$ cat src/rtl/moore_ctrl_pkg.sv
// Shared encodings and helpers for the run/pause/step controller around the
// "two consecutive 1s" Moore detector.
package moore_ctrl_pkg;

  typedef enum logic [1:0] {
    DET_A = 2'b00,
    DET_B = 2'b01,
    DET_C = 2'b10
  } det_state_e;

  typedef enum logic [1:0] {
    CTRL_IDLE  = 2'b00,
    CTRL_RUN   = 2'b01,
    CTRL_PAUSE = 2'b10,
    CTRL_DONE  = 2'b11
  } ctrl_state_e;

  // Clock cycles per sample strobe.
  function automatic int calcDiv(input int clkHz, input int tickHz);
    return clkHz / tickHz;
  endfunction

endpackage

$ cat src/rtl/moore_step_controller_if.sv
// Board-side signals of moore_step_controller: command buttons, serial bit w
// and the LED/status outputs.
interface moore_step_controller_if #(
  parameter int CNT_W = 8
);
  logic             start;
  logic             stop;
  logic             step;
  logic             w;
  logic             tick;
  logic             z;
  logic [1:0]       tt_ht;
  logic             run;
  logic [CNT_W-1:0] det_count;
  logic             done;

  modport master (
    output start, stop, step, w,
    input  tick, z, tt_ht, run, det_count, done
  );

  modport slave (
    input  start, stop, step, w,
    output tick, z, tt_ht, run, det_count, done
  );
endinterface

$ cat src/rtl/tick_gen.sv
// Prescaler producing a one-cycle sample strobe every DIV enabled clocks;
// i_hold freezes the count, but a wrap in progress always completes.
module tick_gen #(
  parameter int DIV = 2
) (
  input  logic clk,
  input  logic Resetn,
  input  logic i_en,
  input  logic i_hold,
  input  logic i_clr,
  output logic o_tick
);
  localparam int PW = $clog2(DIV);

  logic [PW-1:0] r_count;
  logic          w_wrap;

  assign w_wrap = (r_count == PW'(DIV - 1));
  assign o_tick = w_wrap && i_en;

  always_ff @(posedge clk or negedge Resetn) begin
    if (!Resetn) begin
      r_count <= '0;
    end else if (i_clr) begin
      r_count <= '0;
    end else if (i_en && (!i_hold || w_wrap)) begin
      r_count <= w_wrap ? '0 : r_count + 1'b1;
    end
  end
endmodule

$ cat src/rtl/moore_step_controller.sv
// Run/pause/single-step controller wrapped around the A/B/C "two 1s" Moore
// detector. Define SYNC_W_EN to pass w through a two-flop synchronizer.
module moore_step_controller
  import moore_ctrl_pkg::*;
#(
  parameter int CLK_HZ  = 50_000_000,
  parameter int TICK_HZ = 1,
  parameter int SAMPLES = 16,
  parameter int CNT_W   = 8
) (
  input  logic                    clk,
  input  logic                    Resetn,
  moore_step_controller_if.slave  bus
);
  localparam int DIV = calcDiv(CLK_HZ, TICK_HZ);
  localparam int SW  = (SAMPLES > 0) ? $clog2(SAMPLES + 1) : 1;

  ctrl_state_e      r_ctrl, w_ctrlNext;
  det_state_e       r_det, w_detNext;
  logic [SW-1:0]    r_sampleCnt;
  logic [CNT_W-1:0] r_detCount;
  logic             r_run;
  logic             r_done;
  logic             w_inRun;
  logic             w_stopped;
  logic             w_startCmd;
  logic             w_stepCmd;
  logic             w_clear;
  logic             w_prescTick;
  logic             w_tick;
  logic             w_lastSample;
  logic             w_wSample;

  assign w_inRun    = (r_ctrl == CTRL_RUN);
  assign w_stopped  = (r_ctrl == CTRL_IDLE) || (r_ctrl == CTRL_PAUSE);
  assign w_startCmd = bus.start && !bus.stop;
  assign w_stepCmd  = bus.step && !bus.start && !bus.stop && w_stopped;
  assign w_clear    = w_startCmd && ((r_ctrl == CTRL_IDLE) || (r_ctrl == CTRL_DONE));
  assign w_tick     = w_prescTick || w_stepCmd;
  assign w_lastSample = (SAMPLES != 0) && (r_sampleCnt >= SW'(SAMPLES - 1));

`ifdef SYNC_W_EN
  logic [1:0] r_wSync;

  always_ff @(posedge clk or negedge Resetn) begin
    if (!Resetn) begin
      r_wSync <= '0;
    end else begin
      r_wSync <= {r_wSync[0], bus.w};
    end
  end

  assign w_wSample = r_wSync[1];
`else
  assign w_wSample = bus.w;
`endif

  tick_gen #(
    .DIV(DIV)
  ) u_tickGen (
    .clk    (clk),
    .Resetn (Resetn),
    .i_en   (w_inRun),
    .i_hold (bus.stop),
    .i_clr  (w_clear),
    .o_tick (w_prescTick)
  );

  // Reaching the sample limit on a running strobe beats a simultaneous stop.
  always_comb begin
    w_ctrlNext = r_ctrl;
    case (r_ctrl)
      CTRL_IDLE: begin
        if (w_startCmd) w_ctrlNext = CTRL_RUN;
      end
      CTRL_RUN: begin
        if (w_prescTick && w_lastSample) w_ctrlNext = CTRL_DONE;
        else if (bus.stop)               w_ctrlNext = CTRL_PAUSE;
      end
      CTRL_PAUSE, CTRL_DONE: begin
        if (bus.stop)        w_ctrlNext = CTRL_IDLE;
        else if (w_startCmd) w_ctrlNext = CTRL_RUN;
      end
      default: w_ctrlNext = CTRL_IDLE;
    endcase
  end

  always_comb begin
    w_detNext = DET_A;
    case (r_det)
      DET_A:        w_detNext = w_wSample ? DET_B : DET_A;
      DET_B, DET_C: w_detNext = w_wSample ? DET_C : DET_A;
      default:      w_detNext = DET_A;
    endcase
  end

  always_ff @(posedge clk or negedge Resetn) begin
    if (!Resetn) begin
      r_ctrl <= CTRL_IDLE;
      r_run  <= 1'b0;
      r_done <= 1'b0;
    end else begin
      r_ctrl <= w_ctrlNext;
      r_run  <= (w_ctrlNext == CTRL_RUN);
      r_done <= (w_ctrlNext == CTRL_DONE);
    end
  end

  // Sample counter saturates at SAMPLES so steps can never push it past DONE.
  always_ff @(posedge clk or negedge Resetn) begin
    if (!Resetn) begin
      r_det       <= DET_A;
      r_detCount  <= '0;
      r_sampleCnt <= '0;
    end else if (w_clear) begin
      r_det       <= DET_A;
      r_detCount  <= '0;
      r_sampleCnt <= '0;
    end else if (w_tick) begin
      r_det <= w_detNext;
      if ((r_det == DET_B) && (w_detNext == DET_C) && (r_detCount != '1)) begin
        r_detCount <= r_detCount + 1'b1;
      end
      if ((SAMPLES == 0) || (r_sampleCnt != SW'(SAMPLES))) begin
        r_sampleCnt <= r_sampleCnt + 1'b1;
      end
    end
  end

  assign bus.tick      = w_tick;
  assign bus.tt_ht     = r_det;
  assign bus.z         = (r_det == DET_C);
  assign bus.run       = r_run;
  assign bus.done      = r_done;
  assign bus.det_count = r_detCount;
endmodule

$ cat src/flat_wrapper.sv
// flat-port wrapper written by rule: the top's interface ports become plain ports
module moore_step_controller_flat import moore_ctrl_pkg::*;
#(
  parameter int CLK_HZ  = 50_000_000,
  parameter int TICK_HZ = 1,
  parameter int SAMPLES = 16,
  parameter int CNT_W   = 8
)
  (clk, Resetn, bus_start, bus_stop, bus_step, bus_w, bus_tick, bus_z, bus_tt_ht, bus_run, bus_det_count, bus_done);
  moore_step_controller_if #(.CNT_W(CNT_W)) bus_i ();
  input  logic clk;
  input  logic Resetn;
  input wire logic [$bits(bus_i.start)-1:0] bus_start;
  input wire logic [$bits(bus_i.stop)-1:0] bus_stop;
  input wire logic [$bits(bus_i.step)-1:0] bus_step;
  input wire logic [$bits(bus_i.w)-1:0] bus_w;
  output wire logic [$bits(bus_i.tick)-1:0] bus_tick;
  output wire logic [$bits(bus_i.z)-1:0] bus_z;
  output wire logic [$bits(bus_i.tt_ht)-1:0] bus_tt_ht;
  output wire logic [$bits(bus_i.run)-1:0] bus_run;
  output wire logic [$bits(bus_i.det_count)-1:0] bus_det_count;
  output wire logic [$bits(bus_i.done)-1:0] bus_done;
  assign bus_i.start = bus_start;
  assign bus_i.stop = bus_stop;
  assign bus_i.step = bus_step;
  assign bus_i.w = bus_w;
  assign bus_tick = bus_i.tick;
  assign bus_z = bus_i.z;
  assign bus_tt_ht = bus_i.tt_ht;
  assign bus_run = bus_i.run;
  assign bus_det_count = bus_i.det_count;
  assign bus_done = bus_i.done;
  moore_step_controller #(.CLK_HZ(CLK_HZ), .TICK_HZ(TICK_HZ), .SAMPLES(SAMPLES), .CNT_W(CNT_W)) u_core (.clk(clk), .Resetn(Resetn), .bus(bus_i));
endmodule
$ cat config.mk
export PLATFORM = sky130hd
export DESIGN_NAME = moore_step_controller_flat
export DESIGN_NICKNAME = d
export VERILOG_FILES = /design/src/rtl/moore_ctrl_pkg.sv /design/src/rtl/moore_step_controller_if.sv /design/src/rtl/tick_gen.sv /design/src/rtl/moore_step_controller.sv /design/src/flat_wrapper.sv
export SDC_FILE = /design/constraint.sdc
export NUM_CORES = 1
export LEC_CHECK = 0
export CAP_MARGIN = 20
export CELL_PAD_IN_SITES_DETAIL_PLACEMENT = 1
export CELL_PAD_IN_SITES_GLOBAL_PLACEMENT = 1
export CORE_MARGIN = 3
export CORE_UTILIZATION = 47
export CTS_BUF_LIST = sky130_fd_sc_hd__clkbuf_2 sky130_fd_sc_hd__clkbuf_4 sky130_fd_sc_hd__clkbuf_8
export DETAILED_ROUTE_END_ITERATION = 6
export GPL_TIMING_DRIVEN = 0
export MAX_ROUTING_LAYER = met4
export PLACE_DENSITY = 0.78
export SLEW_MARGIN = 20
export SYNTH_ARGS = -nofsm -noshare
export SYNTH_HDL_FRONTEND = slang
export SYNTH_SLANG_ARGS = --single-unit
$ cat constraint.sdc
create_clock -name clk -period 2.95 [get_ports clk]
set_clock_uncertainty 0.2 [all_clocks]
set_input_delay 0.4425 -clock clk [delete_from_list [all_inputs] [get_ports clk]]
set_output_delay 0.4425 -clock clk [all_outputs]
set_load 0.05 [all_outputs]
Yosys cells after proc, flatten, opt, wreduce, memory -nomap -nowiden:

Cells that the tools add are included.

* flip-flop bits (word level): 45
* output and inout port bits: 14
* input port bits: 6

* order comparisons: 1
* add/sub/neg operators: 3
* equality and inequality tests: 11
* reduce and logical (&&, ||, !) cells: 26
* mux-type cells: 19

Operator list (number)
* $mux 26: 3
* $add 26x1->26 const B: 1
* $eq 26x26->1 const B: 1
* $mux 8: 3
* $mux 5: 3
* $mux 2: 7
* $eq 2x2->1 const B: 5
* $logic_and 1x1->1: 10
* $add 8x1->8 const B: 1
* $ne 8x8->1 const B: 1
* $reduce_bool 2->1: 4
* $eq 2x1->1 const B: 3
* $pmux 2 s3: 1
* $add 5x1->5 const B: 1
* $ge 5x4->1 const B: 1
* $ne 5x5->1 const B: 1
* $logic_not 2->1: 2
* $logic_or 1x1->1: 4
* $pmux 2 s2: 1
* $reduce_and 2->1: 2
* $reduce_or 2->1: 2
* $logic_not 1->1: 2
* $mux 1: 1

Depth between registers and ports, before layout:

* word-level depth: 9
* depth in mapped cells: 8

Cells and area by module:

Synthesis repeated with hierarchy kept, for this count alone.

* cells, all modules: 309
* area total of the unflattened synthesis: 2826.5 µm²

By module, submodules not included
* tick_gen: cells each 178, instances 1, area each 1615.3 µm², seq. area each 650.6 µm²
* moore_step_controller: cells each 131, instances 1, area each 1211.2 µm², seq. area each 475.5 µm²

Worst setup path after synthesis:

OpenSTA, ideal clock, no wires.

* path type: register to register
* start point: reg u_core.r_det[0] (netlist: u_core.bus.tt_ht[0])
* end point: reg u_core.r_detCount[3] (netlist: u_core.bus.det_count[3])
* cell stages (with the launch flop): 8
* slack: 0.443 ns
* required time: 2.671 ns
* arrival time: 2.227 ns
* clock period less this slack: 2.507 ns
* cells stage by stage: dfrtp_1 inv_1 ha_1 nand2_1 nor4b_1 nand2_1 a211oi_1 mux2i_1

* cells in the longest elaborated chain, start to end: 8
* elaborated cells between the ends (all ways): 10
* those cells by class: eq/ne (3); mux (1); reduce/logical (6)

Ends and longest elaborated chain
* start: declaration: RTL line moore_step_controller.sv:19 `det_state_e r_det, w_detNext;`
* start signal: assignment: RTL line moore_step_controller.sv:120 `r_det <= w_detNext;`
* $eq 2x2->1 or $eq 2x1->1 (tied branches): RTL line moore_step_controller.sv:90, moore_step_controller.sv:121
* $reduce_or 2->1: RTL line moore_step_controller.sv:90 `case (r_det)`
* $pmux 2 s2: RTL line moore_step_controller.sv:90
* $eq 2x2->1: RTL line moore_step_controller.sv:121 `if ((r_det == DET_B) && (w_detNext == DET_C) && (r_detCount != '1)) begin`
* $logic_and 1x1->1 (*) (2 in a row): RTL line moore_step_controller.sv:121
* $reduce_bool 2->1 (no line) (*)
* $reduce_and 2->1 (no line) (*)
* end signal: assignment: RTL line moore_step_controller.sv:122 `r_detCount <= r_detCount + 1'b1;`
* end: declaration: RTL line moore_step_controller.sv:21 `logic [CNT_W-1:0] r_detCount;`

Mark *: on every way between the ends. The rest lies on a longest branch, timed or not.
A chain may end at the register's enable or synchronous reset.

Final worst setup path:

* start point: reg u_core.u_tickGen.r_count[24]
* end point: out bus_tick

* cells in the longest elaborated chain, start to end: 3

Ends and longest elaborated chain
* start: declaration: RTL line tick_gen.sv:15 `logic [PW-1:0] r_count;`
* start signal: assignment: RTL line tick_gen.sv:27 `r_count <= w_wrap ? '0 : r_count + 1'b1;`
* $eq 26x26->1: RTL line tick_gen.sv:18 `assign w_wrap = (r_count == PW'(DIV - 1));`
* $logic_and 1x1->1: RTL line tick_gen.sv:19 `assign o_tick = w_wrap && i_en;`
* $logic_or 1x1->1: RTL line moore_step_controller.sv:39 `assign w_tick = w_prescTick || w_stepCmd;`
* end: declaration: RTL line flat_wrapper.sv:17 `output wire logic [$bits(bus_i.tick)-1:0] bus_tick;`

No other way between the ends.

==> reports/metrics.yaml <==
critical_path:
  crit_family: "simple AND/OR/NAND/NOR gates"
  path_buf_inv: 3
  crit_type: "flop to output port"
  startpoint_type: "flop"
  worstPathArrival_ps: 2210
  critPathMaxFanout: 10
  setup.worst_path.end_class: "output port"
  path_common_cell: "buf_6"
  path_cells: "nor4b_4 -> nand4_2 -> or3_1 -> buf_2 -> buf_6 -> nand2_1 -> buf_6"
  slowest_stage: "dfrtp_2"
  cpPeakStageDelay_ps: 440
  required_ps: 2310
global_route:
  grt_antenna_before_repair: 0
  groute.usage.overall: 0.227
  grt_max_degree: 25
  gr-total-overflow: 0
  grt_pass1_vias: 2589
  grt_pass1_wl_mm: 12.7
cells_and_area:
  multi_input_area_sq_mm: 0.00164
  layout.nets: 365
  drive_gt1_frac: 0.121
  seq_area_sq_mm: 0.00113
  n_fill_cell: 673
  diodes: 0
  areaGrowthSynthToFinish_pct: 16.9
  finalInstanceArea_sq_mm: 0.00332
route:
  vias: 2515
  ant_nets: 0
  routed_wl_mm: 7.30
  avgViaCountPerCell: 6.00
  drt_iter0_drc: 92
  routedWlPerCell_um: 17.4
  drcViolationCount: 0
  dr.pass1.iters: 4
floorplanning:
  initial_utilization: 0.501
  rows: 27
  dieHeight_um: 83.8
  die_w_um: 83.8
  num_io_pins: 20
  design.die.area_sq_mm: 0.00702
  core_sq_mm: 0.00568
clock_network:
  htreeDepth: 2
  cts_tree: "done"
  numCtsBuffers: 5
  clk_pin_slew_ps: 90
  root_buffer: "clkbuf_8"
  ctsLongestPathBuffers: 2
  clock_sinks: 45
  clkLatencyLatePin_ps: 300
yosys:
  yosysUniqueCellTypes: 52
  yosysWarningCount: 0
  synth_seq_area_share: 0.396
  syn_nets: 333
  netlist_instances: 314
  synth.largest_area_cell: "dfrtp_1"
  synth_area_leaders: "dfrtp_1 (40%), ha_1 (5.7%), nand2_1 (5.3%), mux2i_1 (3.9%), nand4_1 (3.5%)"
  yosysTopAreaCellShare: 0.396
  ys_ff_latch: 45
  synth_flop_cell: "dfrtp_1"
  ys_async_sr_fraction: 1.00
  netlist_area_sq_mm: 0.00284
  post_synth.cell_area_avg_sq_um: 9.05
  synth_edf_count: 0
sta:
  maxSlewHeadroom: 0.510
  holdWs_ps: 349
  drv_slew: 0
  hold_viol: 0
  fin_crit_sh: 0.967
  setup_viol: 0
  post-route-min-period_ps: 2850
  max_freq_mhz: 350
  worstMarginPinSlew_ps: 727
place:
  io_buffers: 19
  place_congestion: 0.805
  dpl.hpwl_mm: 5.46
  dpl_cell_area_sq_mm: 0.00314
pwr:
  power_leakage_nw: 1.38
  finalPower_mw: 2.02
  cellPowerDensity_mw_per_mm2: 607
  vdd_drop_max_uv: 342
flow_run:
  maxCapViolCount: 0
outcome:
  status: "complete, no violations"
hold_path:
  worstHoldPathType: "flop to flop"
==> sequential cells by signal (all words and copies together), names as in the netlist <==
register / cells
u_core.u_tickGen.r_count: 26
u_core.bus.det_count: 8
u_core.r_sampleCnt: 5
u_core.bus.tt_ht: 2
u_core.r_ctrl: 2
u_core.bus.done: 1
u_core.bus.run: 1
==> final cells by class <==
| class | count | area share |
|---|---|---|
| clock inverter | 1 | 0.00904 |
| sequential | 45 | 0.341 |
| inverter | 11 | 0.0124 |
| timing repair buffer | 25 | 0.0742 |
| multi-input combinational | 247 | 0.492 |
| clock buffer | 7 | 0.0271 |
| buffer | 11 | 0.0173 |
| tap | 72 | 0.0271 |
==> synthesized netlist by cell type (all sizes together) (2+ instances only) <==
cell    number
and4         5
buf          7
a32o         2
nand3       13
a21boi       3
a21oi       16
or4          6
nand2b      11
or3          6
dfrtp       45
nor3        10
a211oi       6
o22ai        4
nand4       17
inv         11
nor2        24
xnor2        4
nor2b        5
o211ai       8
o21ai        7
and2         6
ha          13
clkbuf       4
and3         7
mux2i       11
xor2         6
nor4b        3
nand2       40
==> cells by family (layout without fill, tap and decap cells) <==
group | after synthesis | count (layout) | share of synthesized area
muxes | 12 | 12 | 0.0427
xor gates and xnor gates | 10 | 10 | 0.0308
adders and majority gates | 13 | 13 | 0.0572
AOI/OAI and AO/OA | 56 | 56 | 0.137
DFF | 45 | 45 | 0.396
buffers and inverters | 22 | 55 | 0.0343
and+or+nand+nor | 156 | 156 | 0.301
==> path summary, 6_finish.rpt <==
path,start,endpoint,slack [ps],depth (start not counted)
max in group asynchronous,Resetn,u_core.u_tickGen.r_count[24]$_DFFE_PN0P_,1570,3
min,u_core.u_tickGen.r_count[12]$_DFFE_PN0P_,u_core.u_tickGen.r_count[12]$_DFFE_PN0P_,350,1
min in group asynchronous,Resetn,u_core.bus.det_count[6]$_DFFE_PN0P_,440,2
max,u_core.u_tickGen.r_count[24]$_DFFE_PN0P_,bus_tick,100,7
max reg2reg,u_core.bus.tt_ht[1]$_DFFE_PN0P_,u_core.bus.det_count[4]$_DFFE_PN0P_,390,7
min reg2reg,u_core.u_tickGen.r_count[12]$_DFFE_PN0P_,u_core.u_tickGen.r_count[12]$_DFFE_PN0P_,350,1
==> placed cells by master, fill, tap and decap left out, drive strengths merged, types with 2 or more instances in the layout <==
master / count
a211oi: 6
a21boi: 3
a21oi: 16
a32o: 2
and2: 6
and3: 7
and4: 5
buf: 15
clkbuf: 10
clkdlybuf4s50: 17
dfrtp: 45
ha: 13
inv: 11
mux2i: 11
nand2: 40
nand2b: 11
nand3: 13
nand4: 17
nor2: 24
nor2b: 5
nor3: 10
nor4b: 3
o211ai: 8
o21ai: 7
o22ai: 4
or3: 6
or4: 6
xnor2: 4
xor2: 6
==> power by group <==
| group | switching [mW] | internal [mW] |
|---|---|---|
| combinational | 0.460 | 0.270 |
| sequential | 0.0889 | 0.695 |
| clock | 0.219 | 0.286 |
==> timing repair <==
action	in CTS	in global routing
endpoints found under the setup margin	1	1
pin swaps	0	3
hold buffers	1	0
setup buffers	0	4
hold endpoints to repair	21	0
gates resized for setup	7	12
==> metrics by stage <==
step	util	std cells	setup WS (ps)	TNS, ps
6_report	0.586	419	95.9	0
5_1_grt	0.586	419	-2.81	-2.81
2_1_floorplan	-	314	443	0
3_3_place_gp	0.550	405	-399	-4110
3_5_place_dp	0.553	406	-438	-450
4_1_cts	0.577	415	25.6	0
==> metal layers <==
layer	vias to the layer above	routed length, um	GRT usage
li1	1205	-	-
met1	1278	3390	0.285
met2	25	3650	0.385
met3	7	176	0.0365
met4	0	88	0.0556
met5	-	0	-
No activity file was read; power rests on OpenSTA's default activity.
